$ cat config.mk
export PLATFORM = sky130hd
export DESIGN_NAME = uart_boot_loader
export DESIGN_NICKNAME = d
export VERILOG_FILES = /design/src/rtl/uart_boot_loader_pkg.sv /design/src/rtl/uart_boot_loader_rx_byte.sv /design/src/rtl/uart_boot_loader.sv
export SDC_FILE = /design/constraint.sdc
export NUM_CORES = 1
export LEC_CHECK = 0
export BUFFER_PORTS_ARGS = -buffer_cell sky130_fd_sc_hd__clkbuf_2
export CAP_MARGIN = 25
export CORE_MARGIN = 5
export CORE_UTILIZATION = 40
export CTS_CLUSTER_DIAMETER = 60
export DETAILED_ROUTE_END_ITERATION = 10
export PLACE_DENSITY_LB_ADDON = 0.15
export SETUP_SLACK_MARGIN = 0.05
export SYNTH_ARGS = -nofsm -noshare
export SYNTH_HDL_FRONTEND = slang
export SYNTH_SLANG_ARGS = --single-unit
$ cat constraint.sdc
create_clock -name clk -period 2.9 [get_ports clk]
set_input_delay 0 -clock clk [delete_from_list [all_inputs] [get_ports clk]]
set_output_delay 0 -clock clk [all_outputs]
set_load 0.05 [all_outputs]
$ cat src/rtl/uart_boot_loader_pkg.sv
// Shared types and constants for the UART boot loader and its byte receiver.
package boot_pkg;

    localparam int HDR_BYTES      = 2;
    localparam int BYTES_PER_WORD = 4;

    typedef enum logic [2:0] {
        IDLE,
        HDR_LO,
        HDR_HI,
        WORD,
        DONE,
        ERROR
    } loader_state_t;

    typedef enum logic [1:0] {
        RX_IDLE,
        RX_START,
        RX_DATA,
        RX_STOP
    } rx_state_t;

endpackage

$ cat src/rtl/uart_boot_loader_rx_byte.sv
// 8N1 UART byte receiver: synchronizes rx, mid-bit samples, flags bad stop bits.
module uart_rx_byte
    import boot_pkg::*;
#(
    parameter int CLKS_PER_BIT = 868
) (
    input  logic       clk,
    input  logic       reset,
    input  logic       rx,
    output logic       rx_valid,
    output logic [7:0] rx_byte,
    output logic       rx_ferr
);

    localparam int CNT_W = $clog2(CLKS_PER_BIT);
    localparam logic [CNT_W-1:0] HALF_LAST = CNT_W'(CLKS_PER_BIT / 2 - 1);
    localparam logic [CNT_W-1:0] BIT_LAST  = CNT_W'(CLKS_PER_BIT - 1);

    logic             rx_meta;
    logic             rx_sync;
    logic             rx_prev;
    rx_state_t        state;
    logic [CNT_W-1:0] baud_cnt;
    logic [2:0]       bit_cnt;

    always_ff @(posedge clk) begin
        if (reset) begin
            rx_meta  <= 1'b1;
            rx_sync  <= 1'b1;
            rx_prev  <= 1'b1;
            state    <= RX_IDLE;
            baud_cnt <= '0;
            bit_cnt  <= '0;
            rx_byte  <= '0;
            rx_valid <= 1'b0;
            rx_ferr  <= 1'b0;
        end else begin
            rx_meta  <= rx;
            rx_sync  <= rx_meta;
            rx_prev  <= rx_sync;
            rx_valid <= 1'b0;
            rx_ferr  <= 1'b0;
            case (state)
                RX_IDLE: begin
                    baud_cnt <= '0;
                    bit_cnt  <= '0;
                    if (rx_prev && !rx_sync)
                        state <= RX_START;
                end
                RX_START: begin
                    // A start bit that is high again at mid-bit was only a glitch.
                    if (baud_cnt == HALF_LAST) begin
                        baud_cnt <= '0;
                        state    <= rx_sync ? RX_IDLE : RX_DATA;
                    end else begin
                        baud_cnt <= baud_cnt + 1'b1;
                    end
                end
                RX_DATA: begin
                    if (baud_cnt == BIT_LAST) begin
                        baud_cnt <= '0;
                        rx_byte  <= {rx_sync, rx_byte[7:1]};
                        bit_cnt  <= bit_cnt + 1'b1;
                        if (bit_cnt == 3'd7)
                            state <= RX_STOP;
                    end else begin
                        baud_cnt <= baud_cnt + 1'b1;
                    end
                end
                RX_STOP: begin
                    if (baud_cnt == BIT_LAST) begin
                        baud_cnt <= '0;
                        rx_valid <= rx_sync;
                        rx_ferr  <= !rx_sync;
                        state    <= RX_IDLE;
                    end else begin
                        baud_cnt <= baud_cnt + 1'b1;
                    end
                end
                default: state <= RX_IDLE;
            endcase
        end
    end

endmodule

$ cat src/rtl/uart_boot_loader.sv
// Serial boot loader: receives a length-prefixed image over UART and writes it
// into instruction memory, holding the core in reset until the image is complete.
module uart_boot_loader
    import boot_pkg::*;
#(
    parameter int CLKS_PER_BIT = 868,
    parameter int ADDR_W       = 10,
    parameter int MAX_WORDS    = 1024
) (
    input  logic              clk,
    input  logic              reset,
    input  logic              rx,
    output logic              imem_we,
    output logic [ADDR_W-1:0] imem_waddr,
    output logic [31:0]       imem_wdata,
    output logic              core_reset,
    output logic              busy,
    output logic              done,
    output logic              err
);

    localparam logic [1:0]  LAST_LANE = 2'(BYTES_PER_WORD - 1);
    localparam logic [16:0] MAX_N     = 17'(MAX_WORDS);

    logic          rx_valid;
    logic [7:0]    rx_byte;
    logic          rx_ferr;

    loader_state_t state;
    logic [15:0]   img_words;
    logic [15:0]   word_cnt;
    logic [1:0]    byte_idx;
    logic [23:0]   word_sr;
    logic [15:0]   hdr_n;

    assign hdr_n = {rx_byte, img_words[7:0]};

    uart_rx_byte #(
        .CLKS_PER_BIT(CLKS_PER_BIT)
    ) u_rx (
        .clk     (clk),
        .reset   (reset),
        .rx      (rx),
        .rx_valid(rx_valid),
        .rx_byte (rx_byte),
        .rx_ferr (rx_ferr)
    );

    always_ff @(posedge clk) begin
        if (reset) begin
            state      <= IDLE;
            img_words  <= '0;
            word_cnt   <= '0;
            byte_idx   <= '0;
            word_sr    <= '0;
            imem_we    <= 1'b0;
            imem_waddr <= '0;
            imem_wdata <= '0;
            core_reset <= 1'b1;
            busy       <= 1'b0;
            done       <= 1'b0;
            err        <= 1'b0;
        end else begin
            imem_we <= 1'b0;
            if (imem_we) begin
                imem_waddr <= imem_waddr + ADDR_W'(1);
                word_cnt   <= word_cnt + 16'd1;
            end
            case (state)
                IDLE, HDR_LO: begin
                    if (rx_ferr) begin
                        state <= ERROR;
                        err   <= 1'b1;
                        busy  <= 1'b0;
                    end else if (rx_valid) begin
                        img_words[7:0] <= rx_byte;
                        busy           <= 1'b1;
                        state          <= HDR_HI;
                    end
                end
                HDR_HI: begin
                    if (rx_ferr) begin
                        state <= ERROR;
                        err   <= 1'b1;
                        busy  <= 1'b0;
                    end else if (rx_valid) begin
                        img_words <= hdr_n;
                        if (hdr_n == 16'd0) begin
                            state      <= DONE;
                            done       <= 1'b1;
                            busy       <= 1'b0;
                            core_reset <= 1'b0;
                        end else if ({1'b0, hdr_n} > MAX_N) begin
                            state <= ERROR;
                            err   <= 1'b1;
                            busy  <= 1'b0;
                        end else begin
                            state      <= WORD;
                            byte_idx   <= '0;
                            word_cnt   <= '0;
                            imem_waddr <= '0;
                        end
                    end
                end
                WORD: begin
                    // Completion is decided one cycle after the final strobe so that
                    // core_reset and done change together right after the last write.
                    if (imem_we && (word_cnt == img_words - 16'd1)) begin
                        state      <= DONE;
                        done       <= 1'b1;
                        busy       <= 1'b0;
                        core_reset <= 1'b0;
                    end else if (rx_ferr) begin
                        state <= ERROR;
                        err   <= 1'b1;
                        busy  <= 1'b0;
                    end else if (rx_valid) begin
                        case (byte_idx)
                            2'd0:    word_sr[7:0]   <= rx_byte;
                            2'd1:    word_sr[15:8]  <= rx_byte;
                            2'd2:    word_sr[23:16] <= rx_byte;
                            default: word_sr        <= word_sr;
                        endcase
                        if (byte_idx == LAST_LANE) begin
                            imem_wdata <= {rx_byte, word_sr};
                            imem_we    <= 1'b1;
                        end
                        byte_idx <= byte_idx + 2'd1;
                    end
                end
                DONE, ERROR: begin
                end
                default: state <= IDLE;
            endcase
        end
    end

endmodule

==> impl_metrics.py <==
metrics = {
    "routing": {
        "vias": 5395,
        "postRouteAntennaNets": 0,
        "routed_via_density": 5.53,
        "met2_length_um": 6890,
        "drt_first_pass_iters": 5,
        "drtIter0Drc": 401,
        "routed_wl_um": 15000,
        "highest_layer": "met4",
        "wl_per_cell_um": 15.3,
        "met1_length_um": 7200,
        "drc": 0,
        "routed-wl-met3_um": 635,
    },
    "setup_path": {
        "critPathCaptureType": "flip-flop",
        "r2r_end": "state[1]",
        "worstReg2RegStart": "img_words[3]",
        "worstPathArrival_ns": 2.97,
        "rr_worst_depth": 9,
        "path_class": "reg -> reg",
        "crit_fanout": 23,
        "crit_required_ns": 3.24,
        "setup.worst_path.start_class": "flip-flop",
        "r2r_setup_slack_ns": 0.27,
    },
    "yosys": {
        "ys_types": 49,
        "synth_flop_cell": "dfxtp_1",
        "syn-num-nets": 759,
        "ys_seq_area_share_pct": 44.3,
        "synth-seq-cells": 136,
        "synthArstFlopShare_pct": 0,
        "syn_inst": 745,
        "yosysWarnings": 0,
        "syn_area_mm2": 0.00615,
        "synth-edff-count": 0,
        "syn_area_per_cell_um2": 8.25,
    },
    "sta": {
        "tightest_slew_ns": 0.901,
        "hold_ws_ns": 0.303,
        "timing.fmax_mhz": 380,
        "final_max_slew_viol_count": 0,
        "setup_viol": 0,
        "setup_tns_ns": 0,
        "max-slew-margin-rel_pct": 39.9,
        "skew_ns": 0.00903,
        "setup_ws_ns": 0.266,
        "timing.final.crit_share_pct": 90.8,
        "hold_viol_final": 0,
        "rsz0062_at_grt": "false",
        "fin_crit_ns": 2.63,
    },
    "floorplanning": {
        "initial_core_util_pct": 40.6,
        "dieHeight_um": 134,
        "rows": 45,
        "io_pins": 50,
        "dieArea_mm2": 0.0180,
        "fp.dieW_um": 134,
        "core_area_mm2": 0.0151,
    },
    "finish": {
        "drive_gt1_share_pct": 15.0,
        "final_cell_mix": "dfxtp_1, nand3_1, a21oi_1, nor2_1, o21ai_0",
        "fin_cells": 976,
        "design_area_mm2": 0.00726,
        "n_antenna_cell": 0,
        "fin_nets": 789,
        "final_util_pct": 47.9,
        "final_common_cell": "dfxtp_1",
        "area_growth_pct": 18.1,
    },
    "power_and_ir_drop": {
        "p_int_mw": 3.44,
        "p_seq_share_pct": 43.7,
        "power.switching_mw": 0.859,
        "powerDensity_mw_per_mm2": 592,
        "combPwrFrac_pct": 1.1,
        "clkPwrFrac_pct": 55.2,
        "p_total_mw": 4.30,
        "switching_share_pct": 20.0,
        "p_leak_nw": 2.75,
        "vdd_drop_max_mv": 0.528,
    },
    "global_route": {
        "grt_pass1_wl_um": 24800,
        "antenna_found_initial": 0,
        "first_global_vias": 5007,
        "track_usage_pct": 17.0,
        "grt_overflow_total": 0,
        "grt_max_degree": 88,
    },
    "clock_network": {
        "h-tree-depth": 4,
        "clk_pin_slew_ns": 0.06,
        "cts.sinks": 136,
        "clkLatencyLatePin_ns": 0.42,
        "cts_root_buffer": "clkbuf_16",
        "numCtsBuffers": 17,
        "cts_max_path_buffers": 2,
        "post_cts_buffers": 0,
        "cts_tree": "done",
    },
    "min_path": {
        "min_from": "rx",
        "min_path_type": "in -> reg",
        "min_path_cells": 3,
        "hold_end": "u_rx.rx_meta",
    },
    "placed_design": {
        "dp_hpwl_um": 9980,
        "portBuffers": 49,
        "pre_cts_ws_ns": 0.190,
        "dp.cells": 942,
        "gp_congestion": 0.837,
        "dpl_cell_area_mm2": 0.00657,
    },
    "run_status": {
        "status": "completed",
    },
    "run": {
        "cap_viol_max_count": 0,
    },
}
[power by group through the flow]
stage / Clock (mW) / Sequential [mW] / Combinational (mW)
2_1_floorplan: 0 / 1.91 / 0.0399
3_3_place_gp: 0 / 1.92 / 0.0459
3_5_place_dp: 0 / 1.92 / 0.0473
4_1_cts: 2.41 / 1.88 / 0.0492
5_1_grt: 2.50 / 1.88 / 0.0545
6_report: 2.37 / 1.88 / 0.0490
[worst max-delay path by stage]
stage / start / endpoint / slack [ns]
4_1_cts: img_words[2] / byte_idx[1] / 0.17
6_report: img_words[3] / state[1] / 0.27
2_1_floorplan: img_words[0] / imem_wdata[8] / 0.58
3_5_place_dp: img_words[2] / byte_idx[1] / 0.19
3_3_place_gp: img_words[2] / byte_idx[1] / 0.24
5_1_grt: img_words[3] / byte_idx[1] / 0.04
[critical path: stages (launching register included)]
cell and delay (ns):
dfxtp_1 0.38, nor4_4 0.42, buf_4 0.22, and4_1 0.25, xnor2_1 0.16, a211oi_2 0.12
o2111a_2 0.32, buf_12 0.17, or4_1 0.39, a21oi_1 0.14
[registers in the layout, summed over array words and instances (netlist names), named ones only]
name,count
imem_wdata,32
word_sr,24
img_words,16
word_cnt,16
imem_waddr,10
u_rx.baud_cnt,10
u_rx.rx_byte,8
state,3
u_rx.bit_cnt,3
byte_idx,2
busy,1
core_reset,1
done,1
err,1
imem_we,1
u_rx.rx_ferr,1
u_rx.rx_meta,1
u_rx.rx_prev,1
u_rx.rx_sync,1
u_rx.rx_valid,1
u_rx.state,1
[cells by family after synthesis]
kind of cell	count (synthesis)	share of synthesized area [%]
simple gates	271	21.6
compound gates	185	16.9
flops	136	44.3
buf+inv	80	5.82
xor+xnor	51	7.26
mux	11	1.81
fa+ha+maj	11	2.24
[per-layer routing]
metal | GRT usage (%) | vias up
li1 | - | 2677
met2 | 26.5 | 111
met4 | 5.83 | 0
met3 | 4.80 | 20
met1 | 22.6 | 2587
met5 | 0 | -
[Yosys cell counts (2+ instances only)]
cell type | n | area, µm²
nand4_1 | 15 | 93.8
buf_1 | 6 | 22.5
nand3_1 | 84 | 420
nor4_4 | 2 | 42.5
ha_1 | 11 | 138
and3_1 | 15 | 93.8
o21a_1 | 4 | 30.0
o21ai_1 | 7 | 35.0
nand2_1 | 46 | 173
and2_1 | 3 | 18.8
clkbuf_2 | 2 | 10.0
nor4_1 | 5 | 31.3
nor2_1 | 73 | 274
buf_4 | 5 | 37.5
mux2i_1 | 10 | 100
o31ai_1 | 2 | 15.0
nand4b_1 | 2 | 17.5
a31oi_1 | 2 | 12.5
buf_2 | 5 | 25.0
buf_6 | 4 | 45.0
inv_1 | 16 | 60.1
clkbuf_1 | 42 | 158
a22o_1 | 3 | 26.3
o31a_1 | 2 | 17.5
and4_1 | 2 | 17.5
nor3b_1 | 3 | 22.5
dfxtp_1 | 136 | 2720
xor2_1 | 31 | 272
a21oi_1 | 83 | 415
a211oi_1 | 7 | 52.6
o41ai_1 | 2 | 17.5
nor3_1 | 12 | 60.1
or2_2 | 3 | 18.8
or3_1 | 2 | 12.5
a211o_1 | 4 | 35.0
o21ai_0 | 57 | 285
or4_1 | 3 | 22.5
a22oi_1 | 4 | 30.0
xnor2_1 | 20 | 175
[final cells by class]
cell class | count | area (µm²)
sequential | 136 | 2720
clock inverter | 10 | 163
timing repair buffer | 75 | 483
fill | 1484 | 7890
multi-input combinational | 529 | 3100
tap | 188 | 235
clock buffer | 22 | 494
inverter | 16 | 60.1
[repair_timing]
action	CTS	global route
resized for setup	0	3
hold endpoints to repair	10	0
setup endpoints to repair	0	34
hold buffers	2	0
(Power assumes the default switching activity.)
